**config.mk**
```make
export PLATFORM = sky130hd
export DESIGN_NAME = clock_domain_import
export DESIGN_NICKNAME = d
export VERILOG_FILES = /design/src/rtl/clock_domain_pkg.sv /design/src/rtl/clock_domain_import_fifo.sv /design/src/rtl/clock_domain_import.sv
export SDC_FILE = /design/constraint.sdc
export NUM_CORES = 1
export LEC_CHECK = 0
export CORE_MARGIN = 2
export CORE_UTILIZATION = 49
export CTS_CLUSTER_SIZE = 8
export DETAILED_ROUTE_END_ITERATION = 8
export GPL_ROUTABILITY_DRIVEN = 0
export PLACE_DENSITY = 0.76
export SKIP_CTS_REPAIR_TIMING = 1
export SYNTH_ARGS = -nofsm -noshare
export SYNTH_HDL_FRONTEND = slang
export SYNTH_SLANG_ARGS = --single-unit
```
**constraint.sdc**
```tcl
create_clock -name clk -period 1.7 [get_ports clk]
set_input_delay 0.255 -clock clk [delete_from_list [all_inputs] [get_ports clk]]
set_output_delay 0.255 -clock clk [all_outputs]
set_load 0.05 [all_outputs]
```
**src/rtl/clock_domain_pkg.sv**
```systemverilog
// Shared constants for the toggle req/ack clock-domain-crossing pair
// (exporter and importer).
package clock_domain_pkg;

  // Flop stages on the incoming req toggle.
  localparam int unsigned SYNC_STAGES = 2;

  // Width of the optional imported-word counter.
  localparam int unsigned CDC_COUNT_W = 16;

  // FIFO pointer width: address bits plus one wrap bit.
  function automatic int unsigned cdc_ptr_w(input int unsigned depth);
    return $clog2(depth) + 1;
  endfunction

endpackage

```
**src/rtl/clock_domain_import_fifo.sv**
```systemverilog
// Synchronous FIFO for the importer. The head word is combinational.
// Storage is not reset. rdata reads as zero while the FIFO is empty.
module clock_domain_import_fifo
  import clock_domain_pkg::*;
#(
  parameter int unsigned SIZE  = 8,
  parameter int unsigned DEPTH = 4
) (
  input  logic            clk,
  input  logic            rst_n,
  input  logic            push,
  input  logic            pop,
  input  logic [SIZE-1:0] wdata,
  output logic [SIZE-1:0] rdata,
  output logic            full,
  output logic            empty
);

  localparam int unsigned PW = cdc_ptr_w(DEPTH);
  localparam int unsigned AW = PW - 1;

  logic [PW-1:0]   wr_q, wr_d, rd_q, rd_d;
  logic [SIZE-1:0] mem_q [DEPTH];
  logic            do_push, do_pop;

  // Flags and next pointers. The extra MSB tells full apart from empty.
  always_comb begin
    empty   = (wr_q == rd_q);
    full    = (wr_q[PW-1] != rd_q[PW-1]) && (wr_q[AW-1:0] == rd_q[AW-1:0]);
    do_push = push && !full;
    do_pop  = pop && !empty;
    wr_d    = do_push ? wr_q + PW'(1) : wr_q;
    rd_d    = do_pop  ? rd_q + PW'(1) : rd_q;
    rdata   = empty ? '0 : mem_q[rd_q[AW-1:0]];
  end

  // Pointer registers.
  always_ff @(posedge clk or negedge rst_n) begin
    if (!rst_n) begin
      wr_q <= '0;
      rd_q <= '0;
    end else begin
      wr_q <= wr_d;
      rd_q <= rd_d;
    end
  end

  // Storage. Not reset.
  always_ff @(posedge clk) begin
    if (do_push) mem_q[wr_q[AW-1:0]] <= wdata;
  end

endmodule

```
**src/rtl/clock_domain_import.sv**
```systemverilog
// Destination half of the toggle req/ack CDC handshake.
// The req toggle is synchronised, the word is captured into a local FIFO,
// and the ack is then returned. The ack is withheld while the FIFO is full.
// Optional feature: define CLOCK_DOMAIN_IMPORT_COUNT_EN to add the word_count output.
module clock_domain_import
  import clock_domain_pkg::*;
#(
  parameter int unsigned SIZE  = 8,
  parameter int unsigned DEPTH = 4
) (
  input  logic                   clk,
  input  logic                   rst_n,
  input  logic [SIZE-1:0]        handshake_data,
  input  logic                   handshake_req,
  output logic                   handshake_ack,
  output logic [SIZE-1:0]        data,
  output logic                   stb,
  input  logic                   ready
`ifdef CLOCK_DOMAIN_IMPORT_COUNT_EN
  ,
  output logic [CDC_COUNT_W-1:0] word_count
`endif
);

  logic [SYNC_STAGES-1:0] sync_q, sync_d;
  logic                   ack_q, ack_d;
  logic                   req_x2;
  logic                   push, pop, full, empty;

  // Synchroniser shift and capture decision. Only the last stage is used.
  // Full comes from registered pointers, so a pop does not free a slot until the next cycle.
  always_comb begin
    sync_d = {sync_q[SYNC_STAGES-2:0], handshake_req};
    req_x2 = sync_q[SYNC_STAGES-1];
    push   = (req_x2 != ack_q) && !full;
    pop    = stb && ready;
    ack_d  = push ? req_x2 : ack_q;
    stb    = !empty;
  end

  // Synchroniser and ack registers.
  always_ff @(posedge clk or negedge rst_n) begin
    if (!rst_n) begin
      sync_q <= '0;
      ack_q  <= 1'b0;
    end else begin
      sync_q <= sync_d;
      ack_q  <= ack_d;
    end
  end

  assign handshake_ack = ack_q;

  clock_domain_import_fifo #(
    .SIZE  (SIZE),
    .DEPTH (DEPTH)
  ) u_fifo (
    .clk   (clk),
    .rst_n (rst_n),
    .push  (push),
    .pop   (pop),
    .wdata (handshake_data),
    .rdata (data),
    .full  (full),
    .empty (empty)
  );

`ifdef CLOCK_DOMAIN_IMPORT_COUNT_EN
  logic [CDC_COUNT_W-1:0] count_q, count_d;

  // Count of captured words. Wraps naturally.
  always_comb begin
    count_d = push ? count_q + CDC_COUNT_W'(1) : count_q;
  end

  // Counter register.
  always_ff @(posedge clk or negedge rst_n) begin
    if (!rst_n) count_q <= '0;
    else        count_q <= count_d;
  end

  assign word_count = count_q;
`endif

endmodule
```
==> flow_summary.json, run 1 <==
{
  "status": "finished with violations",
  "violations": "setup timing",
  "path_buf_inv": 3,
  "fin_skew_ps": 12.8,
  "hpwlAfterDp_um": 2130,
  "path_clk_slew_ps": 100,
  "antenna_cells": 0,
  "multiInputGateArea_um2": 612,
  "yosysUniqueCellTypes": 25,
  "synthCells": 94,
  "htreeDepth": 2,
  "syn2layout_area_growth_pct": 25.9,
  "setup_ws_ps": -281,
  "async_flop_share_pct": 22.0,
  "synth_area_mm2": 0.00179,
  "min_period_over_period_pct": 117,
  "synth_ff_type": "edfxtp_1",
  "grt_max_degree": 13,
  "slew_headroom_pct": 71.7,
  "antenna_found_initial": 0,
  "rr_startpoint": "u_fifo.rd_q[0]$_DFFE_PN0P_",
  "cp.required_ps": 1440,
  "root_buffer": "clkbuf_4",
  "regArea_mm2": 0.00119,
  "cts_sinks": 41,
  "end_kind": "primary output",
  "crit_fanout": 5,
  "drv_slew": 0,
  "hold_viol": 0,
  "grt_first_pass_wirelength_um": 4760,
  "cp.arrival_ps": 1730,
  "synth_seq_area_share_pct": 66.2,
  "ys_ff_latch": 41,
  "ios": 22,
  "drc": 0,
  "cap_violations": 0,
  "grt_pass1_vias": 947,
  "drive_gt1_share_pct": 43.7,
  "grt_usage_pct": 16.0,
  "first_iter_violations": 35,
  "startpoint": "u_fifo.rd_q[0]$_DFFE_PN0P_",
  "synth_fp_nets": 111,
  "insertion_delay_ps": 340,
  "routed_wl_um": 3090,
  "r2r_setup_slack_ps": -110,
  "path_delay_family": "buffers and inverters",
  "synth_area_per_cell_um2": 19.1,
  "crit_slowest_cell": "dfrtp_1",
  "vias_per_cell": 5.13,
  "fill_cells": 247,
  "die_w_um": 64.5,
  "tightest_slew_ps": 422,
  "fin_nets": 152,
  "min_period_ps": 1980,
  "io_buffers": 21,
  "antenna_left": 0,
  "critPathMaxStageDelay_ps": 420,
  "cts_tree": "done",
  "fmax_mhz": 505,
  "die_h_um": 64.5,
  "synth_warnings": 0,
  "post-place-ws_ps": 3.17,
  "synth-edff-count": 32,
  "cp_cell_sequence": "buf_6 -> xor2_2 -> nor3_2 -> buf_4 -> and2b_1 -> buf_6",
  "num_rows": 21,
  "crit_path_frequent_cell": "buf_6",
  "dpl-instance-area_mm2": 0.00209,
  "vias": 928,
  "grt_setup_unrepaired": "true",
  "drt-wirelength-per-cell_um": 17.1,
  "grt_overflow": 0,
  "hold_class": "in -> async",
  "start_kind": "register",
  "final_area_mm2": 0.00226,
  "start_util_pct": 52.5,
  "core_mm2": 0.00342,
  "dr.pass1.iters": 4,
  "setup_viol": 43,
  "dieArea_mm2": 0.00416,
  "cts_inserted_buffers": 5,
  "clockBufferDepth": 2,
  "critical_path_class": "reg -> out"
}
==> final cells by class <==
class	count	share of cell area, %
clock buffers	5	1.66
well taps	46	2.55
repair buffers	36	14.8
inverters	4	0.666
clock inverters	2	0.499
multi-input cells	47	27.1
flip-flops and latches	41	52.7
==> cell usage in the layout (no fill, tap or decap), types with 2 or more instances in the layout <==
| cell | Yosys | final |
|---|---|---|
| and2b_1 | 4 | 4 |
| mux4_2 | 5 | 7 |
| mux2_4 | 3 | 3 |
| nor2b_4 | 0 | 2 |
| clkdlybuf4s50_1 | 0 | 11 |
| clkbuf_4 | 0 | 5 |
| ha_1 | 5 | 5 |
| xnor2_1 | 5 | 5 |
| inv_1 | 4 | 4 |
| edfxtp_1 | 32 | 32 |
| and2_4 | 0 | 3 |
| buf_4 | 0 | 14 |
| buf_6 | 2 | 10 |
| dfrtp_1 | 9 | 6 |
| nor2b_1 | 4 | 2 |
| xor2_2 | 1 | 2 |
| dfrtp_2 | 0 | 3 |
==> stage by stage <==
stage	instances	util, %	hold WS (ps)	setup TNS [ps]
2_1_floorplan	94	-	-40.6	-767
5_1_grt	181	66.0	203	-7650
4_1_cts	176	62.6	207	-3040
3_3_place_gp	169	61.1	334	0
6_report	181	66.0	209	-4200
3_5_place_dp	169	61.1	336	0
==> synth_stat cells, drive strengths merged (2+ instances only) <==
library cell  count  area (µm²)
and2              3        22.5
inv               4        15.0
buf               2        22.5
ha                5        62.6
mux2              3        45.0
o31ai             2        20.0
edfxtp           32         961
xnor2             6        60.1
and3              2        15.0
mux4              8         191
xor2              3        33.8
and2b             4        30.0
dfrtp             9         225
nor2b             4        25.0
==> worst paths after layout <==
| check | to | depth (start not counted) |
|---|---|---|
| hold / removal | sync_q[1]$_DFF_PN0_ | 1 |
| setup / recovery | data[1] | 6 |
| setup reg to reg | u_fifo.wr_q[1]$_DFFE_PN0P_ | 7 |
| min in group clk | sync_q[0]$_DFF_PN0_ | 1 |
| max in group asynchronous | u_fifo.wr_q[2]$_DFFE_PN0P_ | 1 |
| hold reg to reg | sync_q[1]$_DFF_PN0_ | 0 |
==> worst reg2reg max path, stage by stage (launching register included) <==
cell and delay (ps):
dfrtp_1 420, buf_6 150, buf_4 140, buf_4 140, xnor2_2 260, a31oi_4 150
buf_4 170, mux2_4 280
==> state kept, by name, indices dropped and copies added (netlist names) <==
| name | count |
|---|---|
| handshake_ack | 1 |
| sync_q | 2 |
| u_fifo.mem_q | 32 |
| u_fifo.rd_q | 3 |
| u_fifo.wr_q | 3 |
==> routing by layer <==
metal  vias to the layer above  share of wire, %  GRT usage [%]
li1                        437                 -              -
met1                       472                42           20.9
met2                        19                54           26.8
met3                         0               4.3           5.03
met4                         0                 0           3.19
met5                         -                 0              0
==> kinds of logic after synthesis <==
family,share of synthesized area [%]
compound gates,3.49
xor+xnor,5.24
fa+ha+maj,3.49
buf+inv,2.09
flops,66.2
mux,13.2
simple gates,6.28
Power of run 1 is not shown: default switching activity piles up to over one toggle a cycle in this logic, so the estimate is an artifact.
==> inputs of run 2 (changes only) <==
HOLD_SLACK_MARGIN = 0.03   (was unset)
==> results of run 2 <==
Final layout, timing and power as in run 1 (identical DEF).
Power of run 2 is left out for the same reason.
==> inputs of run 3 (changes only) <==
CELL_PAD_IN_SITES_DETAIL_PLACEMENT = 1   (was unset)
CELL_PAD_IN_SITES_GLOBAL_PLACEMENT = 1   (was unset)
CORE_MARGIN = 1.5   (was 2)
CORE_UTILIZATION = 42   (was 49)
==> run 3 against run 2 <==
The run still ends with setup timing left. Critical path type unchanged. Die area is 12% higher. First-iteration DRC count rose to 2.7 times the previous value. Sequential share of layout area down 5.0 points. Cell count increased by 9.9%. Highest routed layer is now met4. Critical path depth unchanged. Clock-buffer cell count is 1 higher. Via count increased by 12%. Clock skew shrank 2.2 ps. Worst hold slack gained 45 ps.
==> flow_summary.json, run 3 (synthesis gave the netlist of run 1 again) <==
{
  "layout_commonest_cell": "edfxtp_1",
  "cp_cell_sequence": "buf_6 -> xor2_4 -> nor3_4 -> buf_6 -> and2b_1 -> buf_6",
  "grt_setup_unrepaired": "true",
  "critPathMaxStageDelay_ps": 420,
  "hold_class": "in -> async",
  "drive_gt1_share_pct": 49.7,
  "violations": "setup timing",
  "path_buf_inv": 3,
  "end_kind": "primary output",
  "drt-wirelength-per-cell_um": 21.9,
  "setup_viol": 11,
  "crit_path_frequent_cell": "buf_6",
  "cts_sinks": 41,
  "antenna_left": 0,
  "status": "finished with violations",
  "grt_first_pass_wirelength_um": 5530,
  "ios": 22,
  "path_delay_family": "buffers and inverters",
  "min_period_over_period_pct": 121,
  "largest_reg_flops": 32,
  "syn2layout_area_growth_pct": 39.1,
  "start_util_pct": 44.2,
  "cap_violations": 0,
  "path_clk_slew_ps": 80,
  "clockBufferDepth": 2,
  "grt_pass1_vias": 1088,
  "slew_headroom_pct": 70.8,
  "cp.arrival_ps": 1800,
  "grt_usage_pct": 18.1,
  "grt_overflow": 0,
  "root_buffer": "clkbuf_8",
  "tightest_slew_ps": 437,
  "final_cell_mix": "edfxtp_1, buf_4, buf_6, clkdlybuf4s50_1, mux4_2",
  "fin_setup_tns_ps": -3310,
  "crit_fanout": 5,
  "num_rows": 23,
  "vias_per_cell": 5.22,
  "htreeDepth": 2,
  "hpwlAfterDp_um": 2650,
  "die_h_um": 68.3,
  "drc": 0,
  "cts_inserted_buffers": 5,
  "critical_path_class": "reg -> out",
  "hold_ws_ps": 254,
  "setup_ws_ps": -357,
  "routed_wl_um": 4360,
  "hold_viol": 0,
  "fmax_mhz": 486,
  "core_mm2": 0.00406,
  "cp.required_ps": 1440,
  "drv_slew": 0,
  "io_buffers": 21,
  "fin_nets": 165,
  "antenna_cells": 0,
  "fin_skew_ps": 10.7,
  "min_period_ps": 2060,
  "antenna_found_initial": 0,
  "start_kind": "register",
  "crit_slowest_cell": "dfrtp_1",
  "cts_tree": "done",
  "insertion_delay_ps": 300,
  "dieArea_mm2": 0.00467,
  "vias": 1039,
  "dr.pass1.iters": 4,
  "die_w_um": 68.3,
  "first_iter_violations": 93,
  "grt_max_degree": 14
}
## run 3: changes by cell type in the layout (fill, tap and decap cells not counted), sizes merged
cell	delta
buf	+12
clkbuf	+2
bufinv	+1
clkinvlp	-1
## run 3: final cells by class
cell class / count / area (µm²)
fill: 368 / 1570
multi-input combinational: 47 / 631
timing repair buffer: 49 / 485
sequential: 41 / 1190
tap: 50 / 62.6
clock buffer: 6 / 72.6
clock inverter: 2 / 35.0
inverter: 4 / 15.0
## run 3: metal layers
metal | track usage (%) | up-vias | part of all wire, %
met5 | 0 | - | 0
met4 | 10.5 | 0 | 1.9
met3 | 6.91 | 7 | 3.1
met2 | 29.9 | 22 | 53
met1 | 20.0 | 547 | 42
li1 | - | 463 | -
## run 3: stage by stage
| stage | utilization (%) | instance area (µm²) | instances | setup WS [ps] |
|---|---|---|---|---|
| 5_1_grt | 61.4 | 2490 | 199 | -419 |
| 2_1_floorplan | - | 1790 | 94 | -192 |
| 4_1_cts | 55.9 | 2270 | 190 | -491 |
| 3_5_place_dp | 53.3 | 2160 | 182 | -139 |
| 6_report | 61.4 | 2490 | 199 | -357 |
| 3_3_place_gp | 53.3 | 2160 | 182 | -94.7 |
## run 3: path summary, 6_finish.rpt
| check | start | slack [ps] | cells after the start | to |
|---|---|---|---|---|
| worst min-delay path | rst_n | 250 | 1 | u_fifo.rd_q[2]$_DFFE_PN0P_ |
| worst min register to register | sync_q[0]$_DFF_PN0_ | 360 | 0 | sync_q[1]$_DFF_PN0_ |
| max in group asynchronous | rst_n | 1110 | 1 | u_fifo.rd_q[0]$_DFFE_PN0P_ |
| worst max-delay path | u_fifo.wr_q[1]$_DFFE_PN0P_ | -360 | 6 | data[1] |
| worst max register to register | u_fifo.rd_q[0]$_DFFE_PN0P_ | -170 | 6 | u_fifo.rd_q[1]$_DFFE_PN0P_ |
| min in group clk | sync_q[0]$_DFF_PN0_ | 360 | 0 | sync_q[1]$_DFF_PN0_ |
Power of run 3 is left out for the same reason.
